`config.mk`:
```
export PLATFORM = sky130hd
export DESIGN_NAME = pll_status_monitor
export DESIGN_NICKNAME = d
export VERILOG_FILES = /design/src/rtl/pll_status_monitor.sv
export SDC_FILE = /design/constraint.sdc
export NUM_CORES = 1
export LEC_CHECK = 0
export ABC_CLOCK_PERIOD_IN_PS = 1800
export CAP_MARGIN = 20
export CORE_MARGIN = 1
export CORE_UTILIZATION = 45
export CTS_BUF_LIST = sky130_fd_sc_hd__clkbuf_8
export CTS_CLUSTER_SIZE = 10
export DETAILED_ROUTE_END_ITERATION = 16
export PLACE_DENSITY = 0.71
export SYNTH_ARGS = -nofsm -noshare
export SYNTH_HDL_FRONTEND = slang
export SYNTH_SLANG_ARGS = --single-unit
```
`constraint.sdc`:
```
create_clock -name CLK -period 1.8 [get_ports CLK]
set_input_delay 0.18 -clock CLK [delete_from_list [all_inputs] [get_ports CLK]]
set_output_delay 0.18 -clock CLK [all_outputs]
set_load 0.02 [all_outputs]
```
`src/rtl/pll_status_monitor.sv`:
```
// pll_status_monitor: synchronizes raw PLL lock/counter flags, qualifies lock, counts losses, checks counter activity.
// Optional: define PLL_STATUS_MONITOR_STICKY_FAIL_EN for a sticky O_FAIL that also latches on lock loss.
module pll_status_monitor #(
    parameter int CNT_WIDTH     = 6,
    parameter int STABLE_CYCLES = 1024,
    parameter int WINDOW_LOG2   = 16,
    parameter int LOSS_WIDTH    = 8
) (
    input  logic                  CLK,
    input  logic                  RST_N,
    input  logic                  I_LOCKED,
    input  logic [CNT_WIDTH-1:0]  I_CNT,
    input  logic                  I_CLR,
    output logic                  O_LOCKED_STABLE,
    output logic [CNT_WIDTH-1:0]  O_ALIVE,
    output logic                  O_WIN_VALID,
    output logic                  O_FAIL,
    output logic [LOSS_WIDTH-1:0] O_LOSS_CNT
);
    localparam int SW = (STABLE_CYCLES > 2) ? $clog2(STABLE_CYCLES) : 1;

    typedef enum logic [1:0] {UNLOCKED, SETTLE, LOCKED} state_t;

    state_t                state_q, state_d;
    logic                  lock_meta_q, lock_s_q;
    logic [CNT_WIDTH-1:0]  cnt_meta_q, cnt_s_q, cnt_dly_q;
    logic [SW-1:0]         settle_q, settle_d;
    logic [WINDOW_LOG2-1:0] win_q, win_d;
    logic [CNT_WIDTH-1:0]  seen_q, seen_d, alive_q, alive_d;
    logic                  valid_q, valid_d, fail_q, fail_d, stable_q, stable_d;
    logic [LOSS_WIDTH-1:0] loss_q, loss_d;
    logic                  in_lock, loss_ev, tc, bad;
    logic [CNT_WIDTH-1:0]  edge_w;

    always_ff @(posedge CLK or negedge RST_N) begin
        if (!RST_N) begin
            state_q     <= UNLOCKED;
            lock_meta_q <= 1'b0;
            lock_s_q    <= 1'b0;
            cnt_meta_q  <= '0;
            cnt_s_q     <= '0;
            cnt_dly_q   <= '0;
            settle_q    <= '0;
            win_q       <= '0;
            seen_q      <= '0;
            alive_q     <= '0;
            valid_q     <= 1'b0;
            fail_q      <= 1'b0;
            stable_q    <= 1'b0;
            loss_q      <= '0;
        end else begin
            state_q     <= state_d;
            lock_meta_q <= I_LOCKED;
            lock_s_q    <= lock_meta_q;
            cnt_meta_q  <= I_CNT;
            cnt_s_q     <= cnt_meta_q;
            cnt_dly_q   <= cnt_s_q;
            settle_q    <= settle_d;
            win_q       <= win_d;
            seen_q      <= seen_d;
            alive_q     <= alive_d;
            valid_q     <= valid_d;
            fail_q      <= fail_d;
            stable_q    <= stable_d;
            loss_q      <= loss_d;
        end
    end

    always_comb begin
        state_d = state_q;
        case (state_q)
            UNLOCKED: state_d = lock_s_q ? SETTLE : UNLOCKED;
            SETTLE:   state_d = !lock_s_q ? UNLOCKED :
                                (settle_q == SW'(STABLE_CYCLES - 2)) ? LOCKED : SETTLE;
            LOCKED:   state_d = lock_s_q ? LOCKED : UNLOCKED;
            default:  state_d = UNLOCKED;
        endcase
    end

    // A lock drop on the terminal cycle suppresses the window result (tc requires lock_s_q).
    always_comb begin
        in_lock  = state_q == LOCKED;
        loss_ev  = in_lock && !lock_s_q;
        tc       = in_lock && lock_s_q && (&win_q);
        edge_w   = cnt_s_q ^ cnt_dly_q;
        settle_d = (state_q == SETTLE && lock_s_q) ? settle_q + SW'(1) : '0;
        win_d    = (in_lock && lock_s_q) ? win_q + WINDOW_LOG2'(1) : '0;
        seen_d   = (!in_lock || loss_ev || tc) ? '0 : (seen_q | edge_w);
        alive_d  = tc ? (seen_q | edge_w) : loss_ev ? '0 : alive_q;
        bad      = ~&(seen_q | edge_w);
        valid_d  = tc;
        stable_d = state_d == LOCKED;
        loss_d   = I_CLR ? '0 : (loss_ev && !(&loss_q)) ? loss_q + LOSS_WIDTH'(1) : loss_q;
`ifdef PLL_STATUS_MONITOR_STICKY_FAIL_EN
        fail_d   = tc ? (bad || (fail_q && !I_CLR)) : loss_ev ? 1'b1 : I_CLR ? 1'b0 : fail_q;
`else
        fail_d   = tc ? bad : (loss_ev || I_CLR) ? 1'b0 : fail_q;
`endif
    end

    assign O_LOCKED_STABLE = stable_q;
    assign O_ALIVE         = alive_q;
    assign O_WIN_VALID     = valid_q;
    assign O_FAIL          = fail_q;
    assign O_LOSS_CNT      = loss_q;
endmodule

```
Word-level counts from Yosys, hierarchy flattened
Cells that the tools add are included.
- flip-flop bits (word level): 71
- logic and storage cells: 56
- input port bits: 10
- reduce and logical (&&, ||, !) cells: 19
- multiplexer cells: 14
- bitwise logic cells: 2
- $add $sub $neg: 3
- equality and inequality tests: 4
- operator list (kind ; number):
    $mux 6 ; 3
    $add 16x1->16 const B ; 1
    $mux 16 ; 1
    $mux 8 ; 2
    $reduce_and 16->1 ; 1
    $add 10x1->10 const B ; 1
    $eq 10x10->1 const B ; 1
    $mux 10 ; 1
    $add 8x1->8 const B ; 1
    $reduce_and 8->1 ; 1
    $mux 2 ; 3
    $or 6x6->6 ; 1
    $pmux 2 s3 ; 1
    $reduce_and 6->1 ; 1
    $reduce_bool 2->1 ; 3
    $xor 6x6->6 ; 1
    $logic_and 1x1->1 ; 5
    $eq 2x2->1 const B ; 2
    $logic_not 1->1 ; 4
    $logic_or 1x1->1 ; 3
    $mux 1 ; 3
    $eq 2x1->1 const B ; 1
    $logic_not 2->1 ; 1

Longest topological paths before layout
- depth in word-level cells: 5
- mapped depth: 5

Worst setup path after synthesis
No wires, ideal clock.
- path kind: reg2reg
- start: register loss_q[0], in the netlist O_LOSS_CNT[0]
- end: register loss_q[4], in the netlist O_LOSS_CNT[4]
- clock period less this slack: 1614 ps
- arrival: 1548 ps
- data required time: 1734 ps
- path slack: 186 ps
- setup time: 66 ps
- stages on the path, launching flop included: 6
- cell sequence: dfrtp_1 > ha_1 > nand4_1 > o21ai_1 > or4_1 > nand2_1
- longest elaborated chain between the ends: 4
- ends and longest elaborated chain (what ; RTL line ; source):
    start, declared ; 31 ; logic [LOSS_WIDTH-1:0] loss_q, loss_d;
    start signal, assigned ; 65 ; loss_q <= loss_d;
    parallel branches: the longest is 4 deep, another holds $add 8x1->8 ; n/a ;
Several ways; the timed one is not identified. The select of a mux whose other input is x is not followed.
A chain may end at the register's enable or synchronous reset.

Worst setup path in the final report
Same ends and word-level chain as after synthesis.

==> reports/metrics.cfg <==
[clocking]
tritoncts = built
post_cts_buffers = 0
root_buffer = clkbuf_8
clk_path_buf_depth = 2
cts_resized = 0
clock_latency_ps = 350
cts_buffers = 9
path_clk_slew_ps = 90
clock_sinks = 71
h-tree-depth = 3

[global_routing]
grtUsageTotal_pct = 16.64
grt_pass1_vias = 1834
grt_remaining_overflow = 0
antenna_found_initial = 0
grt_pass1_wl_mm = 8.204
grt_max_degree = 72

[pwr]
seq_power_share_pct = 55.3
switchingPower_uw = 749.7
ir_drop_mv = 0.6876
p_leak_nw = 1.543
p_comb_share_pct = 3.3
p_sw_share_pct = 25.39
clockPowerShare_pct = 41.4
powerDensity_nw_per_um2 = 846.9
intPower_mw = 2.203

[critical_path]
worstReg2RegStart = O_LOSS_CNT[0]$_DFFE_PN0P_
crit_start = O_LOSS_CNT[0]$_DFFE_PN0P_
crit_type = reg -> reg
endpoint_kind = flip-flop
cp-start-kind = flip-flop
cp.arrival_ps = 1940
worstPathRequired_ps = 2090
cp_max_fo = 5

[final_layout]
antennaDiodeCount = 0
final_area_um2 = 3487
fin_nets = 299
syn2layout_area_growth_pct = 20.23
drive_above_1_share_pct = 11.72

[timing]
tns_ps = 0
min_period_over_period_pct = 91.61
fmax_mhz = 606.4
setup_viol = 0
rsz0062_at_grt = no
max_slew_margin_pct = 75.28
worst_hold_slack_ps = 259.8
fin_worst_skew_ps = 7.479
min_period_ps = 1649
finalHoldViolations = 0
slew_viol_final = 0
tightest_slew_ps = 370.8

[routing]
dr.first_iter.drc_count = 152
dr.pass1.iters = 4
drc_errors = 0
wl_per_cell_um = 12.84
antenna_left = 0
wl_mm = 4.686
vias = 1868
via_per_inst = 5.118

[synth]
synth.yosys.seq_area_share_pct = 61.26
synthFlopType = dfrtp_1
syn-instance-count = 244
synth_top_area_share_pct = 61.26
synth_edf_count = 0
synth_fp_nets = 258
synth.area.top_cells = dfrtp_1 61%, xor2_1 6.9%, nor2_1 5.0%, mux2i_1 2.8%, nand2_1 1.9%
syn_avg_cell_area_um2 = 11.89
ys.warnings.count = 0
syn_area_um2 = 2900
synthArstFlopShare_pct = 100.0
synthDistinctLibCells = 39
synth_top_area_cell = dfrtp_1
ys_ff_latch = 71

[placement]
place_area_um2 = 3284
io_buffers = 26
hpwl_mm = 3.145
gp_congestion = 0.7767

[floorplan]
core_um2 = 6061
die_height_um = 82.28
die_w_um = 82.28
start_util_pct = 47.85
ios = 27
die_area_um2 = 6770
num_rows = 28

[run_status]
status = complete, no violations

[worst_hold_path]
hp-start = I_CNT[2]
min_path_type = in -> reg

[flow_run]
max-cap-violations = 0

[power groups by stage]
stage	Clock (mW)	Sequential [mW]	Combinational (mW)
after floorplan	0	1.66	0.0345
after global placement	0	1.67	0.0992
after detailed placement	0	1.67	0.0989
after CTS	1.26	1.63	0.101
after global routing	1.34	1.64	0.114
final	1.22	1.63	0.0974
[flip-flops by register name (all words and copies together), names as in the netlist]
name             cells
state_q              2
win_q               16
cnt_dly_q            6
seen_q               6
O_FAIL               1
cnt_meta_q           6
settle_q            10
lock_s_q             1
lock_meta_q          1
cnt_s_q              6
O_WIN_VALID          1
O_ALIVE              6
O_LOSS_CNT           8
O_LOCKED_STABLE      1
[cells in the mapped netlist, drive strengths merged, types with 2 or more instances]
master  number
dfrtp       71
nor2        39
xor2        23
nand2       15
nand3       10
nand4       10
o21ai        9
mux2i        8
a21oi        7
or3          6
and4         4
ha           4
xnor2        4
buf          3
inv          3
nand3b       3
and2         2
and3         2
clkbuf       2
nor2b        2
nor4         2
o211ai       2
o22ai        2
o31ai        2
[routing by layer]
metal | track usage [%] | wire (um)
met5 | 0 | 0
met2 | 26.12 | 2174
met3 | 6.374 | 193
met4 | 6.316 | 74
met1 | 20.76 | 2244
[repair_timing]
| action | in CTS | in global routing |
|---|---|---|
| endpoints found under the setup margin | 0 | 0 |
| hold endpoints to repair | 71 | 0 |
| hold buffers | 1 | 0 |
[worst paths after layout]
kind	cells after the start	end	slack, ps
min in group asynchronous	3	settle_q[4]$_DFF_PN0_	370
max in group asynchronous	3	win_q[7]$_DFF_PN0_	1130
min reg2reg	0	cnt_s_q[1]$_DFF_PN0_	350
max	5	O_LOSS_CNT[4]$_DFFE_PN0P_	150
max reg2reg	5	O_LOSS_CNT[4]$_DFFE_PN0P_	150
min	1	cnt_meta_q[2]$_DFF_PN0_	260
[worst max-delay path, stage by stage, from the launching register on]
cell	delay (ps)
dfrtp_1	430
ha_1	260
nand4_1	180
o21ai_1	150
or4_1	500
nand2_1	80
[cells by family after synthesis]
group                    after synthesis  share of synthesized area (%)
multiplexers                           8                          2.761
adder cells (fa/ha/maj)                4                          1.726
AO/OA/AOI/OAI                         23                          4.486
flip-flops                            71                          61.26
buffers and inverters                  8                          1.683
XOR/XNOR                              27                          8.153
AND/OR/NAND/NOR                      103                          19.93
[layout by cell type, fill, tap and decap left out, types with 2 or more instances in the layout]
cell type / count
a21oi_1: 7
and2_1: 2
and3_1: 2
and4_1: 4
buf_4: 7
clkbuf_8: 9
clkdlybuf4s50_1: 25
dfrtp_1: 71
ha_1: 4
inv_1: 3
inv_6: 3
inv_8: 3
mux2i_1: 8
nand2_1: 15
nand3_1: 10
nand3b_1: 2
nand4_1: 9
nor2_1: 39
nor2b_1: 2
o211ai_1: 2
o21ai_0: 7
o21ai_1: 2
o22ai_1: 2
o31ai_1: 2
or3_1: 4
or3_2: 2
xnor2_1: 4
xor2_1: 23
[stage by stage]
step	power (mW)	setup slack, ps	cells	util [%]
2_1_floorplan	1.698	186.3	244	-
3_3_place_gp	1.765	243.2	348	54.19
3_5_place_dp	1.765	184.4	348	54.19
4_1_cts	3.000	131.0	365	57.54
6_report	2.953	151.0	365	57.54
5_1_grt	3.091	39.12	365	57.54
[final cells by class]
class,instances,area [um^2]
Multi-Input combinational cell,165,1075
Clock inverter,7,68.82
Sequential cell,71,1777
Fill cell,523,2574
Clock buffer,9,123.9
Timing Repair Buffer,35,337.8
Tap cell,75,93.84
Inverter,3,11.26
(Power assumes the default switching activity.)
